==> src/rtl/btn_debounce_multi.sv <==
// ============================================================================
// Module      : btn_debounce_multi
// Description : Multi-channel button debouncer with press/release/long-press
//               pulses and a registered debounced level per channel.
// Revision    : 1.0 - initial release
// ============================================================================
`default_nettype none

module btn_debounce_multi #(
    parameter int NUM_CH            = 4,
    parameter int DEBOUNCE_CYCLES   = 255,
    parameter int LONG_PRESS_CYCLES = 65535,
    parameter bit ACTIVE_LOW        = 1'b0
) (
    input  logic              sysclk,
    input  logic              reset,
    input  logic [NUM_CH-1:0] btn,
    output logic [NUM_CH-1:0] btn_level,
    output logic [NUM_CH-1:0] btn_pressed,
    output logic [NUM_CH-1:0] btn_released,
    output logic [NUM_CH-1:0] btn_long
);

    localparam int C_DB_W = $clog2(DEBOUNCE_CYCLES + 1);
    localparam int C_LC_W = $clog2(LONG_PRESS_CYCLES + 1);

    localparam logic [C_DB_W-1:0] C_DB_LAST   = C_DB_W'(DEBOUNCE_CYCLES - 1);
    localparam logic [C_LC_W-1:0] C_LONG_LAST = C_LC_W'(LONG_PRESS_CYCLES - 1);
    localparam logic [C_LC_W-1:0] C_LC_MAX    = '1;

    typedef enum logic [1:0] {
        ST_IDLE         = 2'd0,
        ST_PRESS_WAIT   = 2'd1,
        ST_HELD         = 2'd2,
        ST_RELEASE_WAIT = 2'd3
    } state_t;

    for (genvar i = 0; i < NUM_CH; i++) begin : g_ch
        (* ASYNC_REG = "TRUE" *) logic [1:0] sync_q;

        state_t            state_q,      state_d;
        logic [C_DB_W-1:0] db_cnt_q,     db_cnt_d;
        logic [C_LC_W-1:0] long_cnt_q,   long_cnt_d;
        logic              long_fired_q, long_fired_d;
        logic              level_q,      level_d;
        logic              pressed_q,    pressed_d;
        logic              released_q,   released_d;
        logic              long_q,       long_d;
        logic              s;

        assign s = sync_q[1] ^ ACTIVE_LOW;

        always_comb begin
            state_d      = state_q;
            db_cnt_d     = db_cnt_q;
            long_cnt_d   = long_cnt_q;
            long_fired_d = long_fired_q;
            level_d      = level_q;
            pressed_d    = 1'b0;
            released_d   = 1'b0;
            long_d       = 1'b0;

            case (state_q)
                ST_IDLE: begin
                    if (s) begin
                        state_d  = ST_PRESS_WAIT;
                        db_cnt_d = '0;
                    end
                end
                ST_PRESS_WAIT: begin
                    if (!s) begin
                        state_d = ST_IDLE;
                    end else if (db_cnt_q == C_DB_LAST) begin
                        state_d      = ST_HELD;
                        level_d      = 1'b1;
                        pressed_d    = 1'b1;
                        long_cnt_d   = '0;
                        long_fired_d = 1'b0;
                    end else begin
                        db_cnt_d = db_cnt_q + C_DB_W'(1);
                    end
                end
                ST_HELD: begin
                    // Long counter measures time since the accepted press, so a
                    // rejected release glitch does not shift the long pulse.
                    if (long_cnt_q != C_LC_MAX) begin
                        long_cnt_d = long_cnt_q + C_LC_W'(1);
                    end
                    if (!s) begin
                        state_d  = ST_RELEASE_WAIT;
                        db_cnt_d = '0;
                    end else if ((long_cnt_q == C_LONG_LAST) && !long_fired_q) begin
                        long_d       = 1'b1;
                        long_fired_d = 1'b1;
                    end
                end
                ST_RELEASE_WAIT: begin
                    if (long_cnt_q != C_LC_MAX) begin
                        long_cnt_d = long_cnt_q + C_LC_W'(1);
                    end
                    if (s) begin
                        state_d = ST_HELD;
                    end else if (db_cnt_q == C_DB_LAST) begin
                        state_d    = ST_IDLE;
                        level_d    = 1'b0;
                        released_d = 1'b1;
                    end else begin
                        db_cnt_d = db_cnt_q + C_DB_W'(1);
                    end
                end
                default: begin
                    state_d = ST_IDLE;
                end
            endcase
        end

        always_ff @(posedge sysclk or posedge reset) begin
            if (reset) begin
                sync_q       <= '0;
                state_q      <= ST_IDLE;
                db_cnt_q     <= '0;
                long_cnt_q   <= '0;
                long_fired_q <= 1'b0;
                level_q      <= 1'b0;
                pressed_q    <= 1'b0;
                released_q   <= 1'b0;
                long_q       <= 1'b0;
            end else begin
                sync_q       <= {sync_q[0], btn[i]};
                state_q      <= state_d;
                db_cnt_q     <= db_cnt_d;
                long_cnt_q   <= long_cnt_d;
                long_fired_q <= long_fired_d;
                level_q      <= level_d;
                pressed_q    <= pressed_d;
                released_q   <= released_d;
                long_q       <= long_d;
            end
        end

        assign btn_level[i]    = level_q;
        assign btn_pressed[i]  = pressed_q;
        assign btn_released[i] = released_q;
        assign btn_long[i]     = long_q;
    end

endmodule

`default_nettype wire

==> config.mk <==
export PLATFORM = sky130hd
export DESIGN_NAME = btn_debounce_multi
export DESIGN_NICKNAME = d
export VERILOG_FILES = /design/src/rtl/btn_debounce_multi.sv
export SDC_FILE = /design/constraint.sdc
export NUM_CORES = 1
export LEC_CHECK = 0
export CORE_MARGIN = 4
export CORE_UTILIZATION = 56
export DETAILED_ROUTE_END_ITERATION = 7
export PLACE_DENSITY_LB_ADDON = 0.1
export SKIP_LAST_GASP = 1
export SYNTH_ARGS = -nofsm -noshare
export SYNTH_HDL_FRONTEND = slang
export SYNTH_SLANG_ARGS = --single-unit
export TNS_END_PERCENT = 100
==> constraint.sdc <==
create_clock -name sysclk -period 4.1 [get_ports sysclk]
set_input_delay 0.82 -clock sysclk [delete_from_list [all_inputs] [get_ports sysclk]]
set_output_delay 0.82 -clock sysclk [all_outputs]
set_load 0.05 [all_outputs]
---- Word level (Yosys, flattened, before mapping) ----
Cells that the tools add are included.
word-level totals
  memory bits (read-only) ................. 0
  memory bits (writable) .................. 0
  output and inout bits ................... 16
  memories ................................ 0
  input bits .............................. 6
  logic and storage cells ................. 296
  register bits ........................... 132
  latch bits .............................. 0
cells by class
  multipliers ............................. 0
  divide/modulo/power cells ............... 0
  multiplexer cells ....................... 136
  bitwise logic cells ..................... 0
  shifts and indexed selects .............. 0
  $lt $le $gt $ge ......................... 0
  equality and inequality tests ........... 68
  reductions and logical operators ........ 48
  add/sub/neg operators ................... 8
operators with widths
  cell                   count
  $mux 16                12
  $mux 8                 20
  $pmux 16 s2            4
  $pmux 8 s4             4
  $add 16x1->16 const B  4
  $eq 16x16->1 const B   4
  $ne 16x16->1 const B   4
  $ne 2x2->1 const B     32
  $mux 1                 60
  $mux 2                 24
  $reduce_and 4->1       12
  $reduce_and 5->1       8
  $add 8x1->8 const B    4
  $eq 8x8->1 const B     4
  $pmux 2 s4             4
  $ne 3x3->1 const B     8
  $reduce_bool 2->1      12
  $eq 2x2->1 const B     8
  $pmux 1 s2             8
  $eq 2x1->1 const B     4
  $logic_not 2->1        4
  $ne 2x1->1 const B     4
  $reduce_or 2->1        4
  $logic_and 1x1->1      4
  $logic_not 1->1        4

---- Logic depth before layout (Yosys ltp) ----
  word-level depth ........................ 5
  depth in mapped cells ................... 9
  gate-level depth less buffers ........... 8

---- Worst setup path after synthesis ----
Ideal clock, no wire load.
  path kind ............................... reg-to-reg
  start ................................... reg g_ch[2].db_cnt_q[0]
  end ..................................... reg g_ch[2].long_cnt_q[3]
  setup time .............................. 0.066 ns
  cell stages (with the launch flop) ...... 9
  arrival time ............................ 1.883 ns
  required time ........................... 4.034 ns
  path slack .............................. 2.151 ns
  path buffers ............................ 1
  period minus slack after synthesis ...... 1.949 ns
  cells stage by stage .................... dfrtp_1 inv_1 ha_1 and4_1 a31oi_4 a21o_1 buf_6 or4_1 nand2_1
between the ends
  longest elaborated chain between the ends .. 3
ends and longest elaborated chain
  element                     line  source
  start: declaration          42    logic [C_DB_W-1:0] db_cnt_q, db_cnt_d;
  start signal: assignment    131   db_cnt_q <= db_cnt_d;
  $eq 8x8->1                  73    end else if (db_cnt_q == C_DB_LAST) begin
  $ne 2x2->1 (no line)        -
  $reduce_and 4->1 (no line)  -
  end signal: assignment      132   long_cnt_q <= long_cnt_d;
  end: declaration            43    logic [C_LC_W-1:0] long_cnt_q, long_cnt_d;
No other way between the ends.
A chain may end at the register's enable or synchronous reset.

---- Worst setup path after layout ----
  start ................................... reg g_ch[0].level_q
  end ..................................... out btn_level[0]
RTL lines
  element                   line  source
  start: declaration        45    logic level_q, level_d;
  start signal: assignment  134   level_q <= level_d;
  end: declaration          18    output logic [NUM_CH-1:0] btn_level,
No word-level cell between the ends.

==> results.sh <==
export IMPL_status="finished, final reports clean"
export IMPL_grt_antenna_before_repair=0
export IMPL_synth_largest_area_cell="dfrtp_1"
export IMPL_htree_num_levels=4
export IMPL_cpLargestDelayFamily="buffers and inverters"
export IMPL_power_per_cell_area_nw_per_um2=392.2
export IMPL_min_path_type="register to register"
export IMPL_timing_max_slew_rel_slack_pct=37.01
export IMPL_io_pin_count=22
export IMPL_ys_ff_latch=132
export IMPL_cp_endpoint_kind="output pin"
export IMPL_grt_first_pass_wirelength_um=21410
export IMPL_fp_coreArea_um2=11560
export IMPL_synth_enable_flop_cells=0
export IMPL_r2r_cells=8
export IMPL_cts_root_buf="clkbuf_16"
export IMPL_maxCapViolations=0
export IMPL_finalMaxSlewViolations=0
export IMPL_route_final_wire_length_um=11970
export IMPL_pin_count_of_the_biggest_net_entering_global_routing=133
export IMPL_fin_nets=714
export IMPL_cpMaxStageDelayCell="clkdlybuf4s50_1"
export IMPL_synth_area_um2=6686
export IMPL_buffer_ports_inserted=21
export IMPL_setup_worst_path_class="register to output pin"
export IMPL_reg_top3="g_ch.long_cnt_q x64, g_ch.db_cnt_q x32, g_ch.sync_q x8"
export IMPL_synth_top_cells_by_area="dfrtp_1 49%, nand2_1 5.0%, xnor2_1 4.5%, xor2_1 4.2%, o21ai_0 3.7%"
export IMPL_synth_largest_type_area_fraction_pct=49.40
export IMPL_worst_pin_slew_ns=0.9407
export IMPL_yosys_most_used_dff="dfrtp_1"
export IMPL_post_cts_hold_buffer_count=0
export IMPL_max_freq_mhz=411.9
export IMPL_regToRegSetupSlack_ns=1.69
export IMPL_metal2_wl_um=5592
export IMPL_first_global_vias=4707
export IMPL_number_of_drc_markers_in_iteration_0=312
export IMPL_detailed_route_drc_error_count=0
export IMPL_register_containing_the_most_flip_flops_in_the_final_layout="g_ch.long_cnt_q"
export IMPL_power_leakage_nw=3.154
export IMPL_worst_hold_endpoint="g_ch[3].sync_q[1]"
export IMPL_synthesis_area_per_instance_um2=9.705
export IMPL_die_w_um=117.3
export IMPL_dieArea_um2=13750
export IMPL_cts_tree="done"
export IMPL_rows=39
export IMPL_post_route_min_period_ns=2.428
export IMPL_synth_yosys_warnings=0
export IMPL_cts_path_max_buffers=2
export IMPL_post_route_period_util_pct=59.22
export IMPL_final_setup_viol_count=0
export IMPL_final_antenna_net_count=0
export IMPL_tritoncts_num_sinks=132
export IMPL_timing_hold_ws_ns=0.3467
export IMPL_final_hold_violating_endpoints=0
export IMPL_crit_path_start_kind="register"
export IMPL_met1_length_um=5902
export IMPL_globalplace_congestion=0.8196
export IMPL_drt_pass1_iterations=5
export IMPL_antenna_cells=0
export IMPL_initial_core_util_pct=57.82
export IMPL_clock_insertion_delay_worst_skew_ns=0.42
export IMPL_route_met3_wl_um=332
export IMPL_dp_final_hpwl_um=7867
export IMPL_post_cts_resized_instances=0
export IMPL_die_h_um=117.3
export IMPL_gate_count_after_technology_mapping=689
export IMPL_largest_register_ff_count=64
export IMPL_groute_usage_overall_pct=19.50
export IMPL_path_buf_inv=1
export IMPL_tritoncts_num_buffers=17
export IMPL_vias=4789
export IMPL_data_required_time_at_the_worst_endpoint_ns=3.28
export IMPL_cts_reportedPaths_clkPinSlew_ns=0.05
export IMPL_post_drt_via_cell_ratio=5.647
export IMPL_area_growth_pct=11.41
export IMPL_synth_fp_nets=711
export IMPL_wire_length_per_cell_um=14.11
export IMPL_cp_slowest_stage_delay_ns=0.82
export IMPL_min_delay_start="g_ch[3].sync_q[0]"
export IMPL_crit_arrival_ns=1.61
export IMPL_reg2reg_from="g_ch[2].db_cnt_q[0]"
export IMPL_post_cts_buffers=0
export IMPL_grt_setup_unrepaired="false"
export IMPL_seq_area_frac_synth_pct=49.40
export IMPL_irDropWorstVdd_uv=306.9
export IMPL_highest_signal_layer="met4"
export IMPL_crit_reg2reg_capture="g_ch[2].long_cnt_q[7]"
export IMPL_critical_path_peak_fanout=3
export IMPL_timing_setup_tns_ns=0
export IMPL_global_route_overflow_total=0
export IMPL_synth_cell_types=52
export IMPL_async_flop_share_pct=100.0
export IMPL_timing_clock_skew_ns=0.01212
export IMPL_cp_cell_sequence="clkdlybuf4s50_1"
export IMPL_hold_path_cell_count=0
export IMPL_layout_drive_gt1_share_pct=6.241
cells in the mapped netlist, types with 2 or more instances:
cell       count
a21oi_1       14
nand2b_1       5
a21o_1         3
or4_1         10
clkbuf_1       9
o31ai_1        5
ha_1          16
buf_4         16
nand3_1       38
mux2i_1        3
or4b_1         2
and3_1        13
dfrtp_1      132
buf_2         12
nor4b_1        2
and4_1        15
nor2_1        61
a31oi_1        2
or2_2          3
nand4_1       26
o21bai_1       2
and2_1         4
nor4_1        14
a211oi_1       4
xnor2_1       34
nand3b_1       4
o21ai_0       49
a2111oi_0      2
xor2_1        32
o41ai_1        3
or3_1          6
a22o_1         5
inv_1         21
nor3_1         7
and4_4         2
nand2_1       89
o211ai_1       8
buf_6          2
cells in the final DEF (no fill, tap or decap), types with 5 or more instances in the layout:
cell / instances
o21ai_0: 49
nor4_1: 14
clkbuf_16: 17
a21oi_1: 14
nand2_1: 89
inv_1: 20
nor2_1: 61
xnor2_1: 34
and4_1: 15
ha_1: 16
dfrtp_1: 132
nand3_1: 38
nand4_1: 26
and3_1: 13
nand2b_1: 5
o211ai_1: 8
nor3_1: 7
xor2_1: 32
o31ai_1: 5
or4_1: 10
or3_1: 6
clkdlybuf4s50_1: 21
clkinv_2: 5
a22o_1: 5
where the power goes:
group	leakage (nW)	total (mW)	internal (mW)	switching, mW
Sequential	1.81	1.36	1.33	0.0301
Combinational	1.06	0.0864	0.0314	0.0551
Clock	0.287	1.48	0.939	0.541
cell type report:
class	instances	area (um^2)
Clock inverter	9	101.3
Multi-Input combinational cell	497	3068
Tap cell	143	178.9
Clock buffer	23	478.0
Fill cell	963	4115
Sequential cell	132	3303
Inverter	21	82.58
Timing Repair Buffer	23	237.7
layer usage:
layer,vias up,global-route usage [%]
met5,-,0
met4,0,7.187
met3,12,5.347
met2,42,30.43
met1,2296,26.18
li1,2439,-
logic make-up (layout without fill, tap and decap cells):
| kind of cell | Yosys count | after routing | synth area share (%) |
|---|---|---|---|
| muxes | 4 | 4 | 0.6175 |
| buffers and inverters | 60 | 76 | 4.716 |
| AOI/OAI and AO/OA | 105 | 105 | 9.993 |
| adders and majority gates | 16 | 16 | 2.994 |
| DFF | 132 | 132 | 49.40 |
| xor gates and xnor gates | 66 | 66 | 8.645 |
| and+or+nand+nor | 306 | 306 | 23.63 |
per-stage QoR:
| stage | setup WS, ns | power (mW) | instance area [um^2] | util [%] | std cells |
|---|---|---|---|---|---|
| 6_report | 1.672 | 2.922 | 7450 | 64.42 | 848 |
| 2_1_floorplan | 1.643 | 1.435 | 6690 | - | 689 |
| 3_5_place_dp | 1.702 | 1.466 | 6870 | 59.41 | 816 |
| 5_1_grt | 1.529 | 3.037 | 7450 | 64.42 | 848 |
| 3_3_place_gp | 1.808 | 1.461 | 6870 | 59.41 | 816 |
| 4_1_cts | 1.640 | 2.947 | 7450 | 64.42 | 848 |
how the worst max path moves through the flow:
stage,from,to,slack [ns],cells past startpoint
2_1_floorplan,reset,async pin,1.64,1
3_3_place_gp,g_ch[2].db_cnt_q[0],g_ch[2].long_cnt_q[4],1.81,8
3_5_place_dp,g_ch[2].db_cnt_q[0],g_ch[2].long_cnt_q[3],1.70,8
4_1_cts,g_ch[0].level_q,btn_level[0],1.64,1
5_1_grt,g_ch[2].db_cnt_q[0],g_ch[2].long_cnt_q[4],1.53,8
6_report,g_ch[0].level_q,btn_level[0],1.67,1
Note: power is estimated with default switching activity, not from simulation.
==> RTL change 1 (same flow settings) <==
The parameter `NUM_CH` goes from 4 to 5.
--- a/src/rtl/btn_debounce_multi.sv
+++ b/src/rtl/btn_debounce_multi.sv
@@ -7,7 +7,7 @@
 `default_nettype none
 
 module btn_debounce_multi #(
-    parameter int NUM_CH            = 4,
+    parameter int NUM_CH            = 5,
     parameter int DEBOUNCE_CYCLES   = 255,
     parameter int LONG_PRESS_CYCLES = 65535,
     parameter bit ACTIVE_LOW        = 1'b0
Interface: changed (5 resized); port bits go from 22 to 27. No check against the original RTL was run, so the function may have changed too.
==> RTL change 1 against the unedited design <==
Die area increased by 25%; sequential cell count grew 33; wire length up 37%; utilization decreased by 0.67 points; sequential power increased by 25%; final area increased by 25%; non-clock buffer count increased by 5; count of clock-buffer cells in the layout stayed put; maximum frequency down 0.97%; worst setup slack worse by 24 ps; synthesized cell count increased by 27%; total power grew 15%; combinational power is 41% higher; synthesized area rose by 27%; critical path type unchanged; largest cell class unchanged; largest power group is now registers; highest routed layer unchanged.
==> RTL change 1: results <==
set metrics [dict create \
    grt_usage_pct 20.4 \
    reg2reg_depth 7 \
    reg2reg_from "g_ch[3].db_cnt_q[0]" \
    n_fill_cell 1177 \
    wirelength_met1_um 7710 \
    drive_above_1_share_pct 4.60 \
    irDropWorstVdd_v 0.000241 \
    post-dp-hpwl_um 11300 \
    drtIter0Drc 397 \
    min-delay-start "g_ch[1].sync_q[0]" \
    place.port_buffers 26 \
    fin_cells 1076 \
    via_per_inst 6.20 \
    synth_cell_type_count 58 \
    layout_min_cycle_time_ps 2450 \
    grt_use_met1_pct 27.5 \
    max_slew_margin_pct 35.2 \
    rrSetupSlack_ps 1710 \
    place_area_um2 8760 \
    wl_um 16400 \
    crit_path_start "g_ch[3].level_q" \
    switching_share_pct 21.6 \
    reg_top3 "g_ch.long_cnt_q (80), g_ch.db_cnt_q (40), g_ch.sync_q (10)" \
    ys_seq_area_share_pct 48.8 \
    pre_cts_ws_ps 1720 \
    synth.net_count 902 \
    leakagePower_nw 3.97 \
    synth_cells 875 \
    arrival_ps 1630 \
    htree_levels 4 \
    grtUsageMet2_pct 33.1 \
    clock_power_mw 1.55 \
    worst_clock_skew_ps 8.41 \
    status "finished, final reports clean" \
    grt_max_degree 73 \
    wl_met3_um 594 \
    die-area_um2 17100 \
    holdWs_ps 349 \
    p_clk_share_pct 46.0 \
    grt_pass1_vias 6407 \
    layout.nets 907 \
    netlist_top_cells_count "dfrtp_1 (165), nand2_1 (97), o21ai_0 (51), a21oi_1 (45), nand3_1 (43)" \
    p_seq_mw 1.70 \
    reg2reg_to "g_ch[3].long_cnt_q[6]" \
]
-- RTL change 1: changes by cell type after synthesis, sizes merged, moves of 10 or more --
cell	delta
nand4	+15
a21oi	+30
clkbuf	+10
o211ai	+14
dfrtp	+33
xnor2	-27
or3	+19
mux2i	+21
xor2	-20
o31ai	+15
nor3	+11
inv	+10
nor2	-25
-- RTL change 1: cell type report --
| type | count | area [um^2] | area share (%) |
|---|---|---|---|
| clock buffers | 23 | 478 | 5.12 |
| clock inverters | 8 | 100 | 1.07 |
| inverters | 32 | 124 | 1.33 |
| multi-input cells | 636 | 3970 | 42.6 |
| flip-flops and latches | 165 | 4130 | 44.2 |
| well taps | 184 | 230 | 2.47 |
| repair buffers | 28 | 300 | 3.22 |
-- RTL change 1: cells by family (layout without fill, tap and decap cells) --
family	Yosys count	after routing	synth area share, %
compound gates	191	191	14.3
buf+inv	74	91	4.29
flops	165	165	48.8
mux	27	27	3.24
xor+xnor	19	19	1.97
simple gates	379	379	24.5
fa+ha+maj	20	20	2.96
==> RTL change 2 (config.mk and constraints unchanged) <==
Made on the original files. Add an input register stage for `btn`, with the module's reset; this delays it by one clock.
--- a/src/rtl/btn_debounce_multi.sv
+++ b/src/rtl/btn_debounce_multi.sv
@@ -34,6 +34,16 @@
         ST_HELD         = 2'd2,
         ST_RELEASE_WAIT = 2'd3
     } state_t;
+
+    logic [NUM_CH-1:0] btn_q;
+
+    always_ff @(posedge sysclk or posedge reset) begin
+        if (reset) begin
+            btn_q <= '0;
+        end else begin
+            btn_q <= btn;
+        end
+    end
 
     for (genvar i = 0; i < NUM_CH; i++) begin : g_ch
         (* ASYNC_REG = "TRUE" *) logic [1:0] sync_q;
@@ -126,7 +136,7 @@
                 released_q   <= 1'b0;
                 long_q       <= 1'b0;
             end else begin
-                sync_q       <= {sync_q[0], btn[i]};
+                sync_q       <= {sync_q[0], btn_q[i]};
                 state_q      <= state_d;
                 db_cnt_q     <= db_cnt_d;
                 long_cnt_q   <= long_cnt_d;
Check against the original RTL: same outputs for any inputs over 10 cycles, from zero or initial values and one cycle with reset high; that may be too few to reach the edited logic, so the function may still have changed.
==> RTL change 2 against the unedited design <==
Non-clock buffer count unchanged; largest cell class unchanged; wire length grew 13%; combinational power up 3.6%; worst setup slack worse by 4.4 ps; total power is 0.62% lower; synthesized area up 4.3%; sequential cell count increased by 4; final area up 4.2%.
==> RTL change 2: results <==
set metrics [dict create \
    place.port_buffers 21 \
    synth_cells 724 \
    async_reset_ff_share_pct 100 \
    leakagePower_nw 3.30 \
    pg_comb_mw 0.0895 \
    reg2reg_to "g_ch[1].long_cnt_q[9]" \
    critPathMaxStageDelay_ps 820 \
    grt_usage_pct 20.3 \
    holdWs_ps 346 \
    status "finished, final reports clean" \
    post-dp-hpwl_um 9180 \
    dr_wl_met2_um 6520 \
    routabilityCongestion 0.830 \
    cts_root_buffer "clkbuf_16" \
    grt_pass1_vias 5382 \
    reg2reg_depth 7 \
    vias 5502 \
    synthMuxAreaShare_pct 3.46 \
    hold_path.class "register to register" \
    reg_top3 "g_ch.long_cnt_q (64), g_ch.db_cnt_q (32), g_ch.sync_q (8)" \
    fin_cells 904 \
    yosys.area_share.xor_xnor_pct 2.26 \
    synth_compound_area_share_pct 13.5 \
    sequentialPowerShare_pct 48.2 \
    drtIter0Drc 477 \
    min-delay-start "btn_q[1]" \
    switching_share_pct 20.8 \
    min_period_over_period_pct 59.3 \
    layout.nets 748 \
    wl_met3_um 529 \
    grt_use_met1_pct 26.5 \
    wirelength_met1_um 6350 \
    power.density_nw_per_um2 374 \
    max_slew_margin_pct 22.3 \
    ys_seq_area_share_pct 48.8 \
    grt_max_degree 75 \
    grt_pass1_wl_um 24300 \
    reg2reg_from "g_ch[1].db_cnt_q[0]" \
    irDropWorstVdd_v 0.000367 \
    n_fill_cell 1021 \
    worst_clock_skew_ps 5.80 \
    place_area_um2 7210 \
    yosys.area_share.adder_pct 2.87 \
    wire_per_inst_um 15.0 \
    dr.pass1.iters 6 \
    netlist_top_cells_count "dfrtp_1 (136), nand2_1 (74), o21ai_0 (47), nand3_1 (43), a21oi_1 (37)" \
    grtUsageMet2_pct 33.5 \
    met3_usage_pct 4.85 \
    pre_cts_ws_ps 1770 \
    drive_above_1_share_pct 4.48 \
    ys_top_cells_by_area "dfrtp_1 (49%), nand2_1 (4.0%), o21ai_0 (3.4%)" \
    dp_cells 875 \
    hold_end "g_ch[1].sync_q[0]" \
    numCtsBuffers 17 \
]
-- RTL change 2: cell count changes in the layout (fill, tap and decap cells not counted), moves of 12 or more --
cell,change
nor2_1,-36
xnor2_1,-29
a21oi_1,+23
mux2i_1,+20
xor2_1,-19
nand2_1,-15
or3_1,+15
nor3_1,+12
-- RTL change 2: cells by family (layout without fill, tap and decap cells) --
group           Yosys count  count (layout)
simple gates            311             311
compound gates          152             152
flops                   136             136
buf+inv                  67              79
mux                      24              24
xor+xnor                 18              18
fa+ha+maj                16              16
-- RTL change 2: area by class of cell --
| class | count | area [um^2] | area share (%) |
|---|---|---|---|
| clock inverters | 3 | 40.0 | 0.516 |
| multi-input cells | 521 | 3260 | 42.0 |
| clock buffers | 26 | 509 | 6.56 |
| well taps | 168 | 210 | 2.71 |
| inverters | 27 | 105 | 1.35 |
| repair buffers | 23 | 238 | 3.06 |
| flip-flops and latches | 136 | 3400 | 43.8 |
